===== src/rtl/bus_pkg.sv =====
// Shared types and widths for the single-master bus fabric and its address decoder.
package bus_pkg;

    localparam int ADDR_W = 32;
    localparam int WORD_W = 32;
    localparam int MASK_W = 4;

    typedef enum logic [1:0] {
        ST_IDLE   = 2'd0,
        ST_ACCESS = 2'd1,
        ST_ERROR  = 2'd2,
        ST_RESP   = 2'd3
    } state_e;

    typedef struct packed {
        logic [ADDR_W-1:0] address;
        logic [MASK_W-1:0] write_mask;
        logic [WORD_W-1:0] write_value;
    } req_t;

    // Width of the ACCESS watchdog counter; never below one bit so a disabled timeout still elaborates.
    function automatic int cnt_width(input int timeout);
        return (timeout < 2) ? 1 : $clog2(timeout + 1);
    endfunction

endpackage


===== src/rtl/bus_decode.sv =====
// Combinational address decoder: one-hot select of the lowest-index window that matches.
module bus_decode
    import bus_pkg::*;
#(
    parameter int                       SLAVES     = 4,
    parameter logic [SLAVES*ADDR_W-1:0] SLAVE_BASE = {32'h0003_0000, 32'h0002_0000,
                                                      32'h0001_0000, 32'h0000_0000},
    parameter logic [SLAVES*ADDR_W-1:0] SLAVE_MASK = {SLAVES{32'hFFFF_0000}}
) (
    input  logic [ADDR_W-1:0] address,
    output logic [SLAVES-1:0] sel,
    output logic              hit
);

    // Walk from the highest index down so the lowest-index match is the one left standing.
    always_comb begin
        sel = '0;
        for (int k = SLAVES - 1; k >= 0; k--) begin
            if ((address & SLAVE_MASK[k*ADDR_W +: ADDR_W]) == SLAVE_BASE[k*ADDR_W +: ADDR_W]) begin
                sel    = '0;
                sel[k] = 1'b1;
            end
        end
        hit = |sel;
    end

endmodule


===== src/rtl/bus_fabric.sv =====
// Single-master, multi-slave word bus: decode, wait for slave ready or watchdog, return one response strobe.
// Handshake: master holds valid_in and request fields until ready_out; ready_out is a one-cycle strobe qualified by error_out.
module bus_fabric
    import bus_pkg::*;
#(
    parameter int                       SLAVES     = 4,
    parameter logic [SLAVES*ADDR_W-1:0] SLAVE_BASE = {32'h0003_0000, 32'h0002_0000,
                                                      32'h0001_0000, 32'h0000_0000},
    parameter logic [SLAVES*ADDR_W-1:0] SLAVE_MASK = {SLAVES{32'hFFFF_0000}},
    parameter int                       TIMEOUT    = 255
) (
    input  logic                     clk,
    input  logic                     reset_n,
    input  logic                     valid_in,
    input  logic [ADDR_W-1:0]        address_in,
    input  logic [MASK_W-1:0]        write_mask_in,
    input  logic [WORD_W-1:0]        write_value_in,
    output logic                     ready_out,
    output logic [WORD_W-1:0]        read_value_out,
    output logic                     error_out,
    output logic [ADDR_W-1:0]        fault_address_out,
    output logic [SLAVES-1:0]        sel_out,
    output logic [ADDR_W-1:0]        address_out,
    output logic [MASK_W-1:0]        write_mask_out,
    output logic [WORD_W-1:0]        write_value_out,
    input  logic [SLAVES-1:0]        ready_in,
    input  logic [SLAVES*WORD_W-1:0] read_value_in
);

    localparam logic [1:0] IDLE   = ST_IDLE;
    localparam logic [1:0] ACCESS = ST_ACCESS;
    localparam logic [1:0] ERROR  = ST_ERROR;
    localparam logic [1:0] RESP   = ST_RESP;

    localparam int               CNT_W   = cnt_width(TIMEOUT);
    localparam logic [CNT_W-1:0] CNT_TO  = CNT_W'(TIMEOUT);
    localparam logic [CNT_W-1:0] CNT_MAX = '1;

    logic [1:0]        state;
    req_t              req;
    logic [CNT_W-1:0]  count;
    logic [SLAVES-1:0] dec_sel;
    logic              dec_hit;
    logic              slave_ready;
    logic [WORD_W-1:0] slave_data;
    logic              timeout_hit;

    bus_decode #(
        .SLAVES     (SLAVES),
        .SLAVE_BASE (SLAVE_BASE),
        .SLAVE_MASK (SLAVE_MASK)
    ) u_decode (
        .address (address_in),
        .sel     (dec_sel),
        .hit     (dec_hit)
    );

    assign address_out     = req.address;
    assign write_mask_out  = req.write_mask;
    assign write_value_out = req.write_value;

    // sel_out is one-hot during ACCESS, so an AND-OR mux picks the selected slave's data and ready.
    always_comb begin
        slave_data = '0;
        for (int k = 0; k < SLAVES; k++) begin
            if (sel_out[k]) begin
                slave_data = slave_data | read_value_in[k*WORD_W +: WORD_W];
            end
        end
        slave_ready = |(ready_in & sel_out);
        timeout_hit = (TIMEOUT != 0) && (count == CNT_TO);
    end

    always_ff @(posedge clk) begin
        if (!reset_n) begin
            state             <= IDLE;
            req               <= '0;
            count             <= '0;
            sel_out           <= '0;
            ready_out         <= 1'b0;
            error_out         <= 1'b0;
            read_value_out    <= '0;
            fault_address_out <= '0;
        end else begin
            ready_out <= 1'b0;
            case (state)
                IDLE: begin
                    if (valid_in) begin
                        req.address     <= address_in;
                        req.write_mask  <= write_mask_in;
                        req.write_value <= write_value_in;
                        count           <= '0;
                        if (dec_hit) begin
                            sel_out <= dec_sel;
                            state   <= ACCESS;
                        end else begin
                            state   <= ERROR;
                        end
                    end
                end
                ACCESS: begin
                    // A slave ready in the same cycle as the watchdog expiry still completes normally.
                    if (slave_ready) begin
                        read_value_out <= slave_data;
                        error_out      <= 1'b0;
                        ready_out      <= 1'b1;
                        sel_out        <= '0;
                        state          <= RESP;
                    end else if (timeout_hit) begin
                        read_value_out    <= '0;
                        error_out         <= 1'b1;
                        fault_address_out <= req.address;
                        ready_out         <= 1'b1;
                        sel_out           <= '0;
                        state             <= RESP;
                    end else if (count != CNT_MAX) begin
                        count <= count + CNT_W'(1);
                    end
                end
                ERROR: begin
                    read_value_out    <= '0;
                    error_out         <= 1'b1;
                    fault_address_out <= req.address;
                    ready_out         <= 1'b1;
                    state             <= RESP;
                end
                RESP: begin
                    state <= IDLE;
                end
                default: begin
                    state <= IDLE;
                end
            endcase
        end
    end

endmodule

===== config.mk =====
export PLATFORM = sky130hd
export DESIGN_NAME = bus_fabric
export DESIGN_NICKNAME = d
export VERILOG_FILES = /design/src/rtl/bus_pkg.sv /design/src/rtl/bus_decode.sv /design/src/rtl/bus_fabric.sv
export SDC_FILE = /design/constraint.sdc
export NUM_CORES = 1
export LEC_CHECK = 0
export ABC_AREA = 1
export CELL_PAD_IN_SITES_DETAIL_PLACEMENT = 1
export CELL_PAD_IN_SITES_GLOBAL_PLACEMENT = 1
export CORE_ASPECT_RATIO = 0.6
export CORE_MARGIN = 1
export CORE_UTILIZATION = 26
export DETAILED_ROUTE_END_ITERATION = 8
export PLACE_DENSITY_LB_ADDON = 0.08
export SLEW_MARGIN = 40
export SYNTH_ARGS = -nofsm -noshare
export SYNTH_HDL_FRONTEND = slang
export SYNTH_SLANG_ARGS = --single-unit

===== constraint.sdc =====
create_clock -name clk -period 2.03 [get_ports clk]
set_clock_uncertainty 0.2 [all_clocks]
set_input_delay 0.5075 -clock clk [delete_from_list [all_inputs] [get_ports clk]]
set_output_delay 0.5075 -clock clk [all_outputs]
set_load 0.005 [all_outputs]

==> Word-level counts from Yosys, hierarchy flattened <==
Index checks and enable logic that the tools add are counted.
{ "totals": {"regBits": 148, "input_bits": 203, "output_inout_bits": 138, "word_cells": 77} }
{ "classes": {"n_addsub": 1, "n_eq_ne": 15, "muxes": 35, "n_bitwise": 4, "n_reduce_logical": 12} }
{ "op_table": {"columns": ["operator", "n"], "rows": [
  ["$mux W32", 8],
  ["$pmux W32 S2", 2],
  ["$or A32 B32 Y32", 3],
  ["$eq A16 B2 Y1 const B", 2],
  ["$logic_not A32 Y1", 1],
  ["$mux W4", 8],
  ["$mux W8", 4],
  ["$eq A16 B1 Y1 const B", 1],
  ["$pmux W8 S2", 1],
  ["$ne A2 B2 Y1 const B", 6],
  ["$add A8 B1 Y8 const B", 1],
  ["$eq A8 B8 Y1 const B", 1],
  ["$mux W2", 4],
  ["$ne A8 B8 Y1 const B", 1],
  ["$pmux W2 S4", 1],
  ["$pmux W4 S2", 1],
  ["$reduce_or A4 Y1", 2],
  ["$reduce_and A2 Y1", 3],
  ["$reduce_and A5 Y1", 1],
  ["$and A4 B4 Y4", 1],
  ["$eq A2 B2 Y1 const B", 2],
  ["$mux W1", 4],
  ["$pmux W1 S2", 2],
  ["$reduce_and A4 Y1", 1],
  ["other kinds (5)", 6]
]} }

==> Longest topological paths before layout <==
{ "logic_depth": {"depth_word": 9, "depth_mapped": 10, "mapped_depth_nobuf": 10} }

==> By module <==
From an unflattened synthesis, not the netlist that was laid out.
{ "unflattened": {"hier_cells": 937, "hier_area_um2": 6541.3} }
{ "by_module_without_submodules": {"columns": ["module", "instances", "cells_each", "area_each_um2"], "rows": [
  ["bus_fabric", 1, 904, 6377.4],
  ["bus_decode", 1, 33, 163.9]
]} }

==> Worst setup path before layout <==
OpenSTA, ideal clock, no wires.
{ "synth_path": {"path_type": "register -> register", "start": "reg state[1]", "end": "reg count[5]", "setup_ps": 116, "arrival_time_ps": 1447, "required_ps": 1714, "setup_slack_ps": 268, "stages_incl_launch_ff": 10, "path_buffers": 1, "synth_period_minus_slack_ps": 1762, "cell_sequence": "dfxtp_1 inv_1 ha_1 buf_4 inv_2 o21ai_1 nand3_4 inv_2 nand3_1 and3_1"} }
{ "synth_via": {"elab_chain_len": 3} }
{ "synth_lines": {"columns": ["element", "line_no", "rtl"], "rows": [
  ["start: declaration", "bus_fabric.sv:39", "logic [1:0] state;"],
  ["start signal: assignment", "bus_fabric.sv:76", "state <= IDLE;"],
  ["start signal: assignment", "bus_fabric.sv:95", "state <= ACCESS;"],
  ["start signal: assignment", "bus_fabric.sv:97", "state <= ERROR;"],
  ["$eq A2 B1 Y1 or $logic_not A2 Y1 (tied branches)", "bus_fabric.sv:86", "case (state)"],
  ["$ne A2 B2 Y1 (no line) or $reduce_bool A2 Y1 (tied branches)", null, null],
  ["$reduce_and A5 Y1 (no line)", null, null],
  ["end signal: assignment", "bus_fabric.sv:117", "count <= count + CNT_W'(1);"],
  ["end: declaration", "bus_fabric.sv:41", "logic [CNT_W-1:0] count;"]
]} }
Several ways; a longest one is shown, not always the timed one.
A chain may end at the register's enable or synchronous reset.

==> Final worst setup path <==
{ "layout_path": {"start": "reg read_value_out[0]", "end": "out read_value_out[0]"} }
{ "layout_rtl": {"columns": ["element", "line_no", "rtl"], "rows": [
  ["start: declaration", "bus_fabric.sv:19", "output logic [WORD_W-1:0] read_value_out,"],
  ["start signal: assignment", "bus_fabric.sv:104", "read_value_out <= slave_data;"]
]} }
No word-level cell between the ends.

==> flow_metrics.env <==
export IMPL_outcome="finished clean"
export IMPL_worstSetupStartpointType="flop"
export IMPL_nets=1454
export IMPL_netlist_area_um2=6331
export IMPL_rsz0062_at_grt="false"
export IMPL_yosys_area_top_type_share_pct=46.80
export IMPL_maxSlewHeadroom_pct=71.72
export IMPL_ant_nets=0
export IMPL_worst_ep_required_time_ps=1320
export IMPL_max_vdd_ir_drop_mv=0.7325
export IMPL_wire_per_inst_um=16.42
export IMPL_first_global_vias=7078
export IMPL_route_met2_wl_um=11450
export IMPL_hold_slack_ps=258.7
export IMPL_crit_family="buffers and inverters"
export IMPL_ys_warn_count=0
export IMPL_holdCritPathClass="flop to flop"
export IMPL_row_count=43
export IMPL_slew_viol_final=0
export IMPL_maxCapViolations=0
export IMPL_drive_above_1_share_pct=8.181
export IMPL_die_w_um=203.5
export IMPL_arrival_ps=1270
export IMPL_highest_layer="met4"
export IMPL_io_pins=341
export IMPL_fin_crit_sh_pct=97.59
export IMPL_yosys_area_top_type="dfxtp_1"
export IMPL_grt_max_degree=62
export IMPL_cp_max_fo=2
export IMPL_die_area_um2=25000
export IMPL_dr_first_iter_drc_count=217
export IMPL_syn_inst=909
export IMPL_final_cell_mix="248 x clkdlybuf4s50_1, 231 x nand2_1, 225 x nor2_1, 135 x dfxtp_1, 98 x o21ai_0"
export IMPL_syn_area_per_cell_um2=6.965
export IMPL_port_buffer_count=340
export IMPL_coreArea_um2=23510
export IMPL_grt_overflow_total=0
export IMPL_finalHoldViolCount=0
export IMPL_met1Wirelength_um=12130
export IMPL_path_buf_inv=1
export IMPL_fmax_mhz=504.8
export IMPL_wl_met3_um=1947
export IMPL_critPathSlowestCell="clkdlybuf4s50_1"
export IMPL_synth_cell_types=30
export IMPL_crit_chain="clkdlybuf4s50_1"
export IMPL_tightest_slew_ps=424.3
export IMPL_critPathKind="flop to primary output"
export IMPL_wirelength_um=25840
export IMPL_cts_setup_buffers=0
export IMPL_n_antenna_cell=0
export IMPL_initial_core_util_pct=26.93
export IMPL_htreeDepth=4
export IMPL_clk_path_buf_depth=2
export IMPL_fin_tns_setup_ps=0
export IMPL_routed_via_density=4.510
export IMPL_antenna_found_initial=0
export IMPL_die_h_um=122.9
export IMPL_grt_pass1_wl_um=39960
export IMPL_drc_errors=0
export IMPL_mostFrequentLayoutCell="clkdlybuf4s50_1"
export IMPL_cts_tree="yes"
export IMPL_area_growth_pct=72.98
export IMPL_numClockSinks=148
export IMPL_clock_latency_ps=420
export IMPL_synthTopCellsByArea="dfxtp_1 47%, nand2_1 14%, nor2_1 13%, o21ai_0 8.3%, a21oi_1 3.7%"
export IMPL_total_leakage_power_nw=4.987
export IMPL_drt_pass1_iterations=4
export IMPL_cts_buffers=17
export IMPL_powerDensity_nw_per_um2=1225
export IMPL_track_usage_pct=20.83
export IMPL_critPathCaptureType="primary output"
export IMPL_place_hpwl_um=19480
export IMPL_root_buffer="clkbuf_16"
export IMPL_final_setup_viol_count=0
export IMPL_routabilityCongestion=0.7933
export IMPL_period_minus_slack_ps=1981
export IMPL_max_stage_delay_ps=520
export IMPL_num_vias=7099
export IMPL_synth_yosys_seq_area_share_pct=46.80
export IMPL_clk_pin_slew_ps=60
export IMPL_final_util_pct=46.58
export IMPL_syn_num_nets=1117
export IMPL_ys_ff_latch=148
stage by stage:
stage	cells	area [µm²]	setup WS [ps]	power, W
finish	1574	10950	48.85	0.01342
global route	1574	10950	0.3344	0.01446
CTS	1574	10820	0.5909	0.01367
detailed placement	1542	10210	-387.8	0.01010
global placement	1542	10210	-350.6	0.01001
floorplan	909	6331	267.8	0.007053
cell type report:
| type | count | area [µm²] |
|---|---|---|
| clock buffer | 23 | 467.9 |
| clock inverter | 9 | 198.9 |
| fill | 2899 | 12560 |
| inverter | 18 | 68.82 |
| multi-input combinational | 685 | 3035 |
| sequential | 148 | 2982 |
| tap | 315 | 394.1 |
| timing repair buffer | 376 | 3805 |
cells in the mapped netlist:
master / count
nand2_2: 3
nand4_1: 35
xor2_1: 1
a31oi_1: 1
o21ai_4: 1
clkbuf_2: 3
nor2_1: 227
nand3_4: 2
nand2_1: 233
inv_1: 14
o21bai_1: 1
clkinv_1: 1
o21ai_2: 1
nand3_2: 2
buf_6: 6
a211oi_2: 1
buf_4: 3
inv_2: 2
nand3_1: 14
ha_1: 5
o21ai_0: 105
xnor2_1: 1
o21ai_1: 1
dfxtp_1: 148
and3_1: 2
buf_2: 8
clkbuf_1: 38
clkinv_2: 1
nor2_2: 2
a21oi_1: 47
worst reg2reg max path, cell delays in order, from the launching register on:
cell     delay (ps)
dfxtp_1         380
inv_1           100
ha_1            250
nand2_2          80
buf_4           220
inv_2           110
buf_12          180
o21ai_0         180
a21oi_1          60
what timing repair did:
item | CTS | global route
pin swaps | 0 | 2
hold buffers | 0 | 0
endpoints found under the setup margin | 54 | 81
gates resized for setup | 57 | 63
kinds of logic (layout without fill, tap and decap cells):
logic type                 count (synthesis)  after routing  share of synthesized area (%)
AOI/OAI and AO/OA                        158            158                          12.91
and+or+nand+nor                          520            520                          33.40
buffers and inverters                     76            426                          5.632
DFF                                      148            148                          46.80
xor gates and xnor gates                   2              2                         0.2767
adders and majority gates                  5              5                         0.9881
state kept, by name, summed over array words and instances (netlist names):
name / flops
write_value_out: 32
count: 8
error_out: 1
ready_out: 1
read_value_out: 32
fault_address_out: 32
sel_out: 4
state: 2
write_mask_out: 4
address_out: 32
power breakdown:
part / switching [W] / internal (W)
registers: 0.000379 / 0.00358
logic: 0.00317 / 0.00264
clock network: 0.00127 / 0.00237
layer usage:
layer / vias up / global-route usage (%)
li1: 3609 / -
met1: 3291 / 27.72
met2: 176 / 31.76
met3: 23 / 7.727
met4: 0 / 5.075
met5: - / 0
final timing paths:
check,from,end,slack (ps),cells past startpoint
setup / recovery,read_value_out[0],read_value_out[0],50,1
setup reg to reg,state[0],address_out[17],160,8
hold reg to reg,read_value_out[14],read_value_out[14],260,2
hold / removal,read_value_out[14],read_value_out[14],260,2
Note: power is estimated with default switching activity, not from simulation.
